$ cat src/rtl/instr_sequencer_if.sv
// Bundle between the instruction sequencer and its environment: instruction
// handshake, memory and ALU control, and architectural state.
interface instr_sequencer_if;
  logic       instr_valid;
  logic       instr_ready;
  logic [7:0] instr;
  logic [7:0] imm;
  logic       mem_enable;
  logic       read_write;
  logic [3:0] address_bus;
  logic [7:0] data_bus_in;
  logic [7:0] data_bus_out;
  logic       alu_enable;
  logic [2:0] mode;
  logic [7:0] alu_a;
  logic [7:0] alu_b;
  logic [7:0] sum;
  logic       zero_flag;
  logic       carry_flag;
  logic [7:0] acc;
  logic       z;
  logic       c;
  logic       done;

  modport master (
    input  instr_valid, instr, imm, data_bus_out, sum, zero_flag, carry_flag,
    output instr_ready, mem_enable, read_write, address_bus, data_bus_in,
           alu_enable, mode, alu_a, alu_b, acc, z, c, done
  );

  modport slave (
    output instr_valid, instr, imm, data_bus_out, sum, zero_flag, carry_flag,
    input  instr_ready, mem_enable, read_write, address_bus, data_bus_in,
           alu_enable, mode, alu_a, alu_b, acc, z, c, done
  );
endinterface

$ cat src/rtl/instr_sequencer.sv
// Multi-cycle sequencer: steps one instruction through memory read, ALU execute
// and memory write-back phases, holding the accumulator and zero/carry flags.
module instr_sequencer (
  input  logic              clk,
  input  logic              reset,
  instr_sequencer_if.master bus
);
  typedef enum logic [2:0] {IDLE, RD, RDW, EX, EXW, WR} state_t;

  localparam logic [3:0] OP_LD  = 4'h0;
  localparam logic [3:0] OP_ST  = 4'h1;
  localparam logic [3:0] OP_MI  = 4'h2;
  localparam logic [3:0] OP_MR  = 4'h3;
  localparam logic [3:0] OP_CM  = 4'h7;
  localparam logic [3:0] OP_CMI = 4'hF;

  function automatic logic is_imm_alu(input logic [3:0] op);
    return op inside {4'h9, 4'hB, 4'hC, 4'hD, 4'hE, 4'hF};
  endfunction

  function automatic logic [2:0] alu_mode(input logic [3:0] op);
    logic [2:0] m;
    unique case (op)
      4'h4, 4'hC: m = 3'b000;
      4'h5, 4'hD: m = 3'b001;
      4'h6, 4'hE: m = 3'b010;
      4'h8, 4'h9: m = 3'b011;
      4'hA, 4'hB: m = 3'b100;
      4'h7, 4'hF: m = 3'b101;
      default:    m = 3'b000;
    endcase
    return m;
  endfunction

  state_t     state, state_nx;
  logic [7:0] ir, imr, opb, acc_q;
  logic       z_q, c_q, done_q, last_step;
  logic [3:0] op, new_op;

  assign op     = ir[7:4];
  assign new_op = bus.instr[7:4];

  // NOTE: every variable written in an always_comb gets a default first, so no path can infer a latch.
  always_comb begin
    state_nx  = state;
    last_step = 1'b0;
    unique case (state)
      IDLE: if (bus.instr_valid) begin
        if (new_op == OP_ST || new_op == OP_MI) state_nx = WR;
        else if (is_imm_alu(new_op))            state_nx = EX;
        else                                    state_nx = RD;
      end
      RD:  state_nx = RDW;
      RDW: begin
        if (op == OP_LD) begin
          state_nx  = IDLE;
          last_step = 1'b1;
        end else if (op == OP_MR) state_nx = WR;
        else                      state_nx = EX;
      end
      EX:  state_nx = EXW;
      EXW: begin
        state_nx  = IDLE;
        last_step = 1'b1;
      end
      WR: begin
        state_nx  = IDLE;
        last_step = 1'b1;
      end
      default: state_nx = IDLE;
    endcase
  end

  // Memory/ALU controls depend only on state and latched registers.
  always_comb begin
    bus.mem_enable  = 1'b0;
    bus.read_write  = 1'b1;
    bus.address_bus = 4'h0;
    bus.data_bus_in = 8'h00;
    bus.alu_enable  = 1'b0;
    bus.mode        = 3'b000;
    unique case (state)
      RD: begin
        bus.mem_enable  = 1'b1;
        bus.address_bus = ir[3:0];
      end
      EX: begin
        bus.alu_enable = 1'b1;
        bus.mode       = alu_mode(op);
      end
      WR: begin
        bus.mem_enable = 1'b1;
        bus.read_write = 1'b0;
        if (op == OP_MR) begin
          bus.address_bus = acc_q[3:0];
          bus.data_bus_in = opb;
        end else begin
          bus.address_bus = ir[3:0];
          bus.data_bus_in = (op == OP_MI) ? imr : acc_q;
        end
      end
      default: ;
    endcase
  end

  // NOTE: sequential state uses non-blocking assignments so every register samples pre-edge values.
  always_ff @(posedge clk) begin
    if (reset) begin
      state  <= IDLE;
      acc_q  <= 8'h00;
      z_q    <= 1'b0;
      c_q    <= 1'b0;
      done_q <= 1'b0;
    end else begin
      state  <= state_nx;
      done_q <= last_step;
      if (state == RDW && op == OP_LD) acc_q <= bus.data_bus_out;
      if (state == EXW) begin
        if (op != OP_CM && op != OP_CMI) acc_q <= bus.sum;
        z_q <= bus.zero_flag;
        c_q <= bus.carry_flag;
      end
    end
  end

  // NOTE: operand registers are not reset; they are always loaded before any state reads them.
  always_ff @(posedge clk) begin
    if (bus.instr_valid && state == IDLE) begin
      ir  <= bus.instr;
      imr <= bus.imm;
    end
    if (state == RDW) opb <= bus.data_bus_out;
  end

  assign bus.instr_ready = (state == IDLE);
  assign bus.alu_a       = acc_q;
  assign bus.alu_b       = is_imm_alu(op) ? imr : opb;
  assign bus.acc         = acc_q;
  assign bus.z           = z_q;
  assign bus.c           = c_q;
  assign bus.done        = done_q;
endmodule

$ cat src/flat_wrapper.sv
// flat-port wrapper written by rule: the top's interface ports become plain ports
module instr_sequencer_flat 
  (clk, reset, bus_instr_valid, bus_instr, bus_imm, bus_data_bus_out, bus_sum, bus_zero_flag, bus_carry_flag, bus_instr_ready, bus_mem_enable, bus_read_write, bus_address_bus, bus_data_bus_in, bus_alu_enable, bus_mode, bus_alu_a, bus_alu_b, bus_acc, bus_z, bus_c, bus_done);
  instr_sequencer_if bus_i ();
  input  logic clk;
  input  logic reset;
  input wire logic [$bits(bus_i.instr_valid)-1:0] bus_instr_valid;
  input wire logic [$bits(bus_i.instr)-1:0] bus_instr;
  input wire logic [$bits(bus_i.imm)-1:0] bus_imm;
  input wire logic [$bits(bus_i.data_bus_out)-1:0] bus_data_bus_out;
  input wire logic [$bits(bus_i.sum)-1:0] bus_sum;
  input wire logic [$bits(bus_i.zero_flag)-1:0] bus_zero_flag;
  input wire logic [$bits(bus_i.carry_flag)-1:0] bus_carry_flag;
  output wire logic [$bits(bus_i.instr_ready)-1:0] bus_instr_ready;
  output wire logic [$bits(bus_i.mem_enable)-1:0] bus_mem_enable;
  output wire logic [$bits(bus_i.read_write)-1:0] bus_read_write;
  output wire logic [$bits(bus_i.address_bus)-1:0] bus_address_bus;
  output wire logic [$bits(bus_i.data_bus_in)-1:0] bus_data_bus_in;
  output wire logic [$bits(bus_i.alu_enable)-1:0] bus_alu_enable;
  output wire logic [$bits(bus_i.mode)-1:0] bus_mode;
  output wire logic [$bits(bus_i.alu_a)-1:0] bus_alu_a;
  output wire logic [$bits(bus_i.alu_b)-1:0] bus_alu_b;
  output wire logic [$bits(bus_i.acc)-1:0] bus_acc;
  output wire logic [$bits(bus_i.z)-1:0] bus_z;
  output wire logic [$bits(bus_i.c)-1:0] bus_c;
  output wire logic [$bits(bus_i.done)-1:0] bus_done;
  assign bus_i.instr_valid = bus_instr_valid;
  assign bus_i.instr = bus_instr;
  assign bus_i.imm = bus_imm;
  assign bus_i.data_bus_out = bus_data_bus_out;
  assign bus_i.sum = bus_sum;
  assign bus_i.zero_flag = bus_zero_flag;
  assign bus_i.carry_flag = bus_carry_flag;
  assign bus_instr_ready = bus_i.instr_ready;
  assign bus_mem_enable = bus_i.mem_enable;
  assign bus_read_write = bus_i.read_write;
  assign bus_address_bus = bus_i.address_bus;
  assign bus_data_bus_in = bus_i.data_bus_in;
  assign bus_alu_enable = bus_i.alu_enable;
  assign bus_mode = bus_i.mode;
  assign bus_alu_a = bus_i.alu_a;
  assign bus_alu_b = bus_i.alu_b;
  assign bus_acc = bus_i.acc;
  assign bus_z = bus_i.z;
  assign bus_c = bus_i.c;
  assign bus_done = bus_i.done;
  instr_sequencer u_core (.clk(clk), .reset(reset), .bus(bus_i));
endmodule
$ cat config.mk
export PLATFORM = sky130hd
export DESIGN_NAME = instr_sequencer_flat
export DESIGN_NICKNAME = d
export VERILOG_FILES = /design/src/rtl/instr_sequencer_if.sv /design/src/rtl/instr_sequencer.sv /design/src/flat_wrapper.sv
export SDC_FILE = /design/constraint.sdc
export NUM_CORES = 1
export LEC_CHECK = 0
export BUFFER_PORTS_ARGS = -buffer_cell sky130_fd_sc_hd__buf_2
export CAP_MARGIN = 20
export CORE_MARGIN = 2
export CORE_UTILIZATION = 50
export CTS_BUF_LIST = sky130_fd_sc_hd__clkbuf_4
export DETAILED_ROUTE_END_ITERATION = 8
export GPL_TIMING_DRIVEN = 0
export HOLD_SLACK_MARGIN = 0.05
export PLACE_DENSITY = 0.82
export SYNTH_ARGS = -nofsm -noshare
export SYNTH_HDL_FRONTEND = slang
export SYNTH_SLANG_ARGS = --single-unit
$ cat constraint.sdc
create_clock -name clk -period 2.33 [get_ports clk]
set_input_delay 0.1165 -clock clk [delete_from_list [all_inputs] [get_ports clk]]
set_output_delay 0.1165 -clock clk [all_outputs]
set_load 0.005 [all_outputs]
## Yosys cells after proc, flatten, opt, wreduce, memory -nomap -nowiden

Memories as Yosys holds them, arrays and structs flattened. A register that Yosys moved wholly into a read port is not among the register bits.
Index checks and enable logic that the tools add are counted.

| word-level totals | value |
|---|---|
| register bits | 38 |
| latch bits | 0 |
| bits in writable memories | 0 |
| ROM bits | 48 |
| logic and storage cells | 65 |
| memories | 1 |

| cells by class | value |
|---|---|
| $add $sub $neg | 0 |
| multiply operators | 0 |
| div/mod/pow operators | 0 |
| order comparisons | 0 |
| equality and inequality tests | 24 |
| shifts and indexed selects | 0 |
| muxes and demuxes | 22 |
| bitwise gates (word level) | 0 |
| reduce and logical (&&, ||, !) cells | 10 |

Memories:

| name | depth | bits a word | rd ports | clocked after Yosys merged registers in | wr ports | line | RTL |
|---|---|---|---|---|---|---|---|
| (name not given) | 16 | 3 | 1 | 1 | 0 | instr_sequencer.sv:23 | `unique case (op)` |

Operators with widths:

| kind | number |
|---|---|
| $mux 8 | 7 |
| $eq 4x4->1 const B | 12 |
| $mux 3 | 5 |
| $eq 4x2->1 const B | 3 |
| $pmux 3 s4 | 1 |
| $reduce_bool 6->1 | 2 |
| $mux 4 | 2 |
| $pmux 4 s2 | 1 |
| $eq 3x2->1 const B | 2 |
| $eq 3x3->1 const B | 2 |
| $eq 4x1->1 const B | 1 |
| $logic_not 4->1 | 1 |
| $mux 1 | 4 |
| $ne 4x3->1 const B | 1 |
| $ne 4x4->1 const B | 1 |
| $reduce_or 2->1 | 2 |
| $eq 3x1->1 const B | 1 |
| $logic_and 1x1->1 | 3 |
| $logic_not 3->1 | 1 |
| $mux 2 | 1 |
| $ne 2x2->1 const B | 1 |
| $pmux 1 s2 | 1 |
| $logic_or 1x1->1 | 1 |

## Longest topological paths before layout

Gate-level depths: netlist of the first run.

| depth | value |
|---|---|
| depth in word-level cells | 6 |
| gate-level depth with buffers | 7 |

## Worst setup path after synthesis of the first run

OpenSTA, ideal clock, no wires.

| timing | value |
|---|---|
| path kind | reg2reg |
| start point | register u_core.state[2] |
| end point | register (tool-made name) |
| data arrival time | 1709 ps |
| slack | 450 ps |
| stages on the path, launching flop included | 5 |
| clock period less this slack | 1880 ps |
| path through | dfxtp_1 buf_6 nor4b_4 mux2i_1 o311ai_0 |

RTL lines:

| what | line | RTL |
|---|---|---|
| start: declaration | instr_sequencer.sv:35 | `state_t state, state_nx;` |
| start signal: assignment | instr_sequencer.sv:115 | `state <= state_nx;` |

## Worst setup path in the final report of the first run

| timing | value |
|---|---|
| start point | register u_core.ir[7] |
| end point | output port bus_address_bus[2] |

| on the way | value |
|---|---|
| longest elaborated chain between the ends | 3 |

Ends and longest elaborated chain:

| what | line | RTL |
|---|---|---|
| start: declaration | instr_sequencer.sv:36 | `logic [7:0] ir, imr, opb, acc_q;` |
| start signal: assignment | instr_sequencer.sv:129 | `ir <= bus.instr;` |
| $eq 4x2->1 | instr_sequencer.sv:94 | `if (op == OP_MR) begin` |
| $mux 4 | instr_sequencer.sv:94 |  |
| $pmux 4 s2 | instr_sequencer.sv:82 | `unique case (state)` |
| end: declaration | flat_wrapper.sv:17 | `output wire logic [$bits(bus_i.address_bus)-1:0] bus_address_bus;` |

Every way passes these cells.

==> impl_results.md, run 1 <==
- Crit start category: flip-flop
- Sequential Power Share: 53.1%
- Fillers: 310
- Finished Core Util: 73.0%
- Slowest-stage cell, CP: nor3b_4
- CTS sink cnt: 41
- Largest stage delay on the critical path: 0.42 ns
- RR Startpoint: u_core.state[2]
- Via density: 5.44
- GRT Util Overall: 23.0%
- Max cap viols: 0
- Most common cell after layout, fill and taps aside: buf_2
- Remaining DRCs: 0
- Initial DRT Pass Iterations: 6
- # IOs: 83
- Setup Fix Bufs, Post-CTS: 0
- Slew @ Worst Pin: 0.570 ns
- Hold Crit Class: primary input to flip-flop
- Vias in the first global route: 1834
- Fmax: 461 MHz
- Syn nets: 233
- Multi-input logic area: 903 um2
- Inserted Clock Buffers: 5
- Combinational family with the most area after synthesis: simple AND/OR/NAND/NOR gates
- Ys Warns: 0
- Register Area: 0.00106 mm2
- Top area cells in the synthesized netlist: edfxtp_1, dfxtp_1, mux2i_1
- Comb pwr share: 25.8%
- Post-synthesis register bit count: 41
- Slew Viols, Final: 0
- Leading area contributor after synthesis: edfxtp_1
- Library cells used by synthesis: 38
- First-pass GRT wire length: 8.60 mm
- Antenna-violating nets left: 0
- CTS H-tree depth: 2
- Post-Syn Area per Cell: 10.9 um2
- Critical Path RT: 2.21 ns
- Total gr overflow: 0
- Cell-internal power: 1.18 mW
- Die height: 69.5 um
- Critical Path Start: u_core.ir[7]
- Synth top area share: 33.6%
- Most frequent cells in the layout: buf_2, dlygate4sd3_1, edfxtp_1
- Post-Synth XOR/XNOR Area: 0.409%
- Post-synthesis adder-cell area fraction: 0%
- Final worst-path cycle share: 93.1%
- Die Wd: 69.5 um
- Largest net degree at the start of global routing: 19
- IO Port Bufs: 82
- Clock latency on the worst-skew pair: 0.34 ns
- Mux cell area share after synthesis: 12.3%
- RSZ-0062 raised after global routing: false
- Final wirelength: 5.51 mm
- Site Rows: 23
- Post-synth EDFFs: 24
- Final non-filler cell total: 364
- Area delta synth->final: 38.2%
- Dpl cells: 329
- Tmin final: 2.17 ns
- Die Area: 0.00483 mm2
- Initial antenna violation count: 0
- Vias: 1981
- Worst rel slew slack: 61.8%
- Post-layout nets: 350
- Worst setup endpoint: bus_address_bus[2]
- Synth Area in Compound Gates: 11.6%
- Initial core utilization: 52.8%
- Switching fraction of total power: 28.3%
- Sequential share of the synthesized area: 49.5%
- VDD IR max: 0.358 mV
- Max clock buf depth: 2
- Worst path arrival time: 2.05 ns
- Core Region: 0.00406 mm2
- Diode count: 0
- Critical path class: flip-flop to output pin
- Register-to-register setup slack: 0.51 ns
- Leak: 1.30 nW
- Switching power: 0.463 mW
- Share of post-route cells with drive strength above 1: 39.5%
- Worst Skew: 0.00657 ns
- Post-synthesis simple-gate area fraction: 17.5%
- CTS tree: built
- Status: completed
- Clock Pin Slew Worst Setup and Hold Paths: 0.11 ns
- Setup TNS: 0 ns
- Clock share of power: 21.1%
- Hold Vio Cnt, Final: 0
- Number of DRC markers in iteration 0: 172
- Pwr per Cell Area: 553 mW/mm2
- Crit Path Max Fanout: 8
- HPWL Detailed: 3.84 mm
- Crit-path cells: clkbuf_1, nor3b_4, nand3_1, mux2i_1, buf_2
- Cells after synthesis: 196
- Worst setup EP type: output pin
- Worst r2r path cells: 5
- CTS Root Buffer Type: clkbuf_4
- GPL Wtd Cong: 0.835
- Cell area after synthesis: 0.00214 mm2
- Main synth FF type: edfxtp_1
- Final setup vio count: 0
- Async S/R FF share, synth: 0%
- Routed WL per cell: 15.1 um
## final cells by class
class,count,area share [%]
tap,50,2.11
inverter,3,0.549
multi-input combinational,128,30.5
clock inverter,2,0.338
sequential,41,35.8
clock buffer,6,1.52
buffer,24,5.83
timing repair buffer,110,23.4
## power by group through the flow
stage	combinational [mW]	sequential, mW	clock, mW
after global routing	0.459	0.878	0.388
after CTS	0.416	0.870	0.353
after floorplan	0.243	0.880	0
final	0.422	0.871	0.346
after detailed placement	0.379	0.887	0
after global placement	0.366	0.884	0
## cells by family (layout without fill, tap and decap cells)
family | count (synthesis) | in the layout
AO/OA/AOI/OAI | 36 | 36
XOR/XNOR | 1 | 1
buffers and inverters | 27 | 145
flip-flops | 41 | 41
multiplexers | 25 | 25
AND/OR/NAND/NOR | 66 | 66
## critical path: cells and delay by family (launching register included)
family        cells  cell delay (ns)
buf+inv           2             0.35
flops             1             0.37
mux               1             0.23
simple gates      2             0.76
## routing by layer
layer,track usage (%),share of wire [%],vias up
met3,5.38,6.5,10
li1,-,-,958
met4,6.97,1.7,0
met2,42.1,52,84
met1,26.5,39,929
met5,0,0,-
## synthesized netlist by cell type (8+ instances only)
library cell	number
edfxtp_1	24
dfxtp_1	17
mux2i_1	15
nand2_1	14
nor2_1	13
nand3_1	12
mux2_2	10
o21ai_0	10
a311oi_1	9
nor3_1	9
a211oi_1	8
buf_4	8
## sequential cells by signal, indices dropped and copies added, names as in the netlist, named ones only
name,count
u_core.bus.c,1
u_core.state,3
u_core.bus.acc,8
u_core.imr,8
u_core.bus.done,1
u_core.bus.z,1
u_core.opb,8
u_core.ir,8
## worst min path at each step
| stage | startpoint | to | slack, ns | cells past startpoint |
|---|---|---|---|---|
| finish | bus_instr_valid | u_core.state[1] | 0.13 | 4 |
| global route | bus_sum[5] | u_core.bus.acc[5] | 0.13 | 3 |
| CTS | bus_instr_valid | u_core.state[1] | 0.12 | 4 |
| detailed placement | bus_imm[1] | u_core.imr[1] | 0.29 | 1 |
| global placement | bus_instr[2] | u_core.ir[2] | 0.29 | 1 |
| floorplan | reset | u_core.bus.acc[0] | 0.19 | 1 |
## metrics by stage
step	setup WS [ns]	total power, mW	hold slack, ns	instance area [um2]
2_1_floorplan	0.450	1.12	0.189	2140
3_5_place_dp	0.444	1.27	0.295	2630
4_1_cts	0.0434	1.64	0.123	2950
3_3_place_gp	0.111	1.25	0.294	2620
6_report	0.160	1.64	0.129	2960
5_1_grt	0.0177	1.72	0.131	2960
## what timing repair did
item	CTS	global route
hold endpoints to repair	29	0
resized for setup	0	2
hold buffers	27	0
setup endpoints to repair	0	14
Note: power is estimated with default switching activity, not from simulation.
==> run 2: changes to the inputs <==
Settings changed: CORE_MARGIN 2 to 5, CTS_CLUSTER_SIZE from default to 12, SETUP_SLACK_MARGIN from default to 0.15.
==> run 2 against run 1 <==
  * Register-to-register slack got worse by 0.08 ns
  * Cell area increased by 0.59%
  * Clock power increased by 3%
  * Sequential power about the same
  * Routed wire length increased by 9.8%
  * Highest routed layer unchanged
  * First-iteration DRC count increased by 5.8%
  * Clock skew increased by 0.0070 ns
  * Core utilization decreased by 0.085 points
  * Critical endpoint is now bus_alu_b[0]
  * Die area increased by 18%
  * Sequential cell count unchanged
  * Count of clock-buffer cells in the layout decreased by 1
  * Combinational power increased by 3%
==> impl_results.md, run 2 (same netlist as run 1, synthesis figures left out) <==
- Status: completed
- Diode count: 0
- Worst rel slew slack: 44.1%
- Remaining DRCs: 0
- Fillers: 315
- Finished Core Util: 72.9%
- RR Startpoint: u_core.state[2]
- Hold Vio Cnt, Final: 0
- Die Wd: 75.5 um
- Final setup vio count: 0
- Total power: 1.66 mW
- Max cap viols: 0
- Die height: 75.5 um
- Largest net degree at the start of global routing: 18
- Final worst-path cycle share: 89.4%
- Worst path arrival time: 1.97 ns
- Met2 usage: 41.0%
- Endpoint, Worst Hold: u_core.state[1]
- Tmin final: 2.08 ns
- Initial DRT Pass Iterations: 4
- Worst setup EP type: output pin
- Post-layout nets: 351
- Hold depth: 4
- Share of post-route cells with drive strength above 1: 40.0%
- Via density: 5.61
- Inserted Clock Buffers: 5
- Area delta synth->final: 39.1%
- Most common cell after layout, fill and taps aside: buf_2
- CP Buf/Inv Count: 2
- CTS Root Buffer Type: clkbuf_4
- Number of DRC markers in iteration 0: 182
- Worst Skew: 0.0136 ns
- Leak: 1.30 nW
- Vias in the first global route: 2110
- Critical path class: flip-flop to output pin
- Multi-input logic area: 903 um2
- Initial core utilization: 52.4%
- Die Area: 0.00570 mm2
- Routed WL per cell: 16.6 um
- Clock latency on the worst-skew pair: 0.35 ns
- Slew Viols, Final: 0
- Worst r2r path cells: 4
- GR peak layer: met2
- Antenna-violating nets left: 0
- Core Region: 0.00409 mm2
- RSZ-0062 raised after global routing: false
- Total gr overflow: 0
- M1 GR Usage: 25.1%
- Crit-path cells: clkbuf_1, o21ai_2, mux2_2, buf_2
- Slew @ Worst Pin: 0.835 ns
- CTS H-tree depth: 2
- Register Area: 0.00106 mm2
- Clock Pin Slew Worst Setup and Hold Paths: 0.12 ns
- Critical Path RT: 2.21 ns
- CTS sink cnt: 41
- Setup TNS: 0 ns
- Site Rows: 23
- Most frequent cells in the layout: buf_2, dlygate4sd3_1, edfxtp_1
- Slowest-stage cell, CP: o21ai_2
- Max clock buf depth: 2
- First-pass GRT wire length: 9.47 mm
- Crit Path Max Fanout: 8
- Vias: 2049
- Final wirelength: 6.06 mm
- # IOs: 83
- Crit start category: flip-flop
- Fmax: 480 MHz
- Register-to-register setup slack: 0.43 ns
- Top delay family on crit path: compound AO/OA/AOI/OAI gates
- VDD IR max: 0.403 mV
- Initial antenna violation count: 0
- CTS tree: built
- IO Port Bufs: 82
- Met3 Usage GRT: 4.35%
- Largest stage delay on the critical path: 0.48 ns
- Pwr per Cell Area: 558 mW/mm2
- GPL Wtd Cong: 0.767
- HPWL Detailed: 4.07 mm
- Hold Crit Class: primary input to flip-flop
- Hold wc startpoint: bus_instr_valid
- GRT Util Overall: 22.0%
==> run 2: cell types whose count changed in the layout (fill, tap and decap cells not counted) <==
cell / change
buf_8: +1
clkbuf_4: +1
clkinvlp_4: +1
buf_6: -1
clkbuf_2: +1
buf_4: +1
buf_2: -2
clkbuf_1: -1
==> run 2: worst reg2reg max path: stages, from the launching register on <==
cell	delay (ns)
dfxtp_1	0.33
buf_6	0.13
nor4b_4	0.76
mux2i_1	0.33
o311ai_0	0.19
==> run 2: timing repair <==
| action | in CTS | in global routing |
|---|---|---|
| hold endpoints to repair | 34 | 0 |
| buffers inserted | 1 | 0 |
| setup endpoints to repair | 20 | 6 |
| hold buffers | 27 | 0 |
| pin swaps | 1 | 0 |
| gates resized for setup | 2 | 4 |
==> run 2: worst max-delay path by stage <==
| stage | startpoint | endpoint | slack (ns) | depth (start not counted) |
|---|---|---|---|---|
| after floorplan | u_core.state[2] | flip-flop | 0.45 | 4 |
| after global placement | u_core.state[2] | flip-flop | -0.008 | 4 |
| after detailed placement | u_core.ir[7] | bus_data_bus_in[6] | 0.36 | 6 |
| after CTS | u_core.ir[4] | bus_alu_b[0] | 0.20 | 4 |
| after global routing | u_core.state[0] | bus_data_bus_in[5] | 0.15 | 6 |
| final | u_core.ir[4] | bus_alu_b[0] | 0.25 | 4 |
==> run 2: layer usage <==
metal	vias to the layer above	share of wire [%]
met5	-	0
met4	0	0.97
met3	9	9.3
met2	100	51
met1	976	39
li1	964	-
==> run 2: area by class of cell <==
class / instances / area share [%]
buffer: 24 / 6.00
timing repair buffer: 111 / 23.6
clock inverter: 3 / 0.588
multi-input combinational: 128 / 30.3
inverter: 3 / 0.546
clock buffer: 5 / 1.26
tap: 50 / 2.10
sequential: 41 / 35.6
==> run 2: power by group <==
part | internal [mW] | switching (mW) | total (mW)
Combinational | 0.214 | 0.222 | 0.436
Sequential | 0.841 | 0.0303 | 0.871
Clock | 0.114 | 0.241 | 0.355
==> run 2: stage by stage <==
stage	instances	hold WS, ns	worst slack [ns]	area, um2
global route	365	0.126	0.151	2980
global placement	328	0.294	-0.00761	2620
CTS	365	0.0939	0.205	2970
finish	365	0.117	0.246	2980
floorplan	196	0.189	0.450	2140
detailed placement	329	0.295	0.360	2630
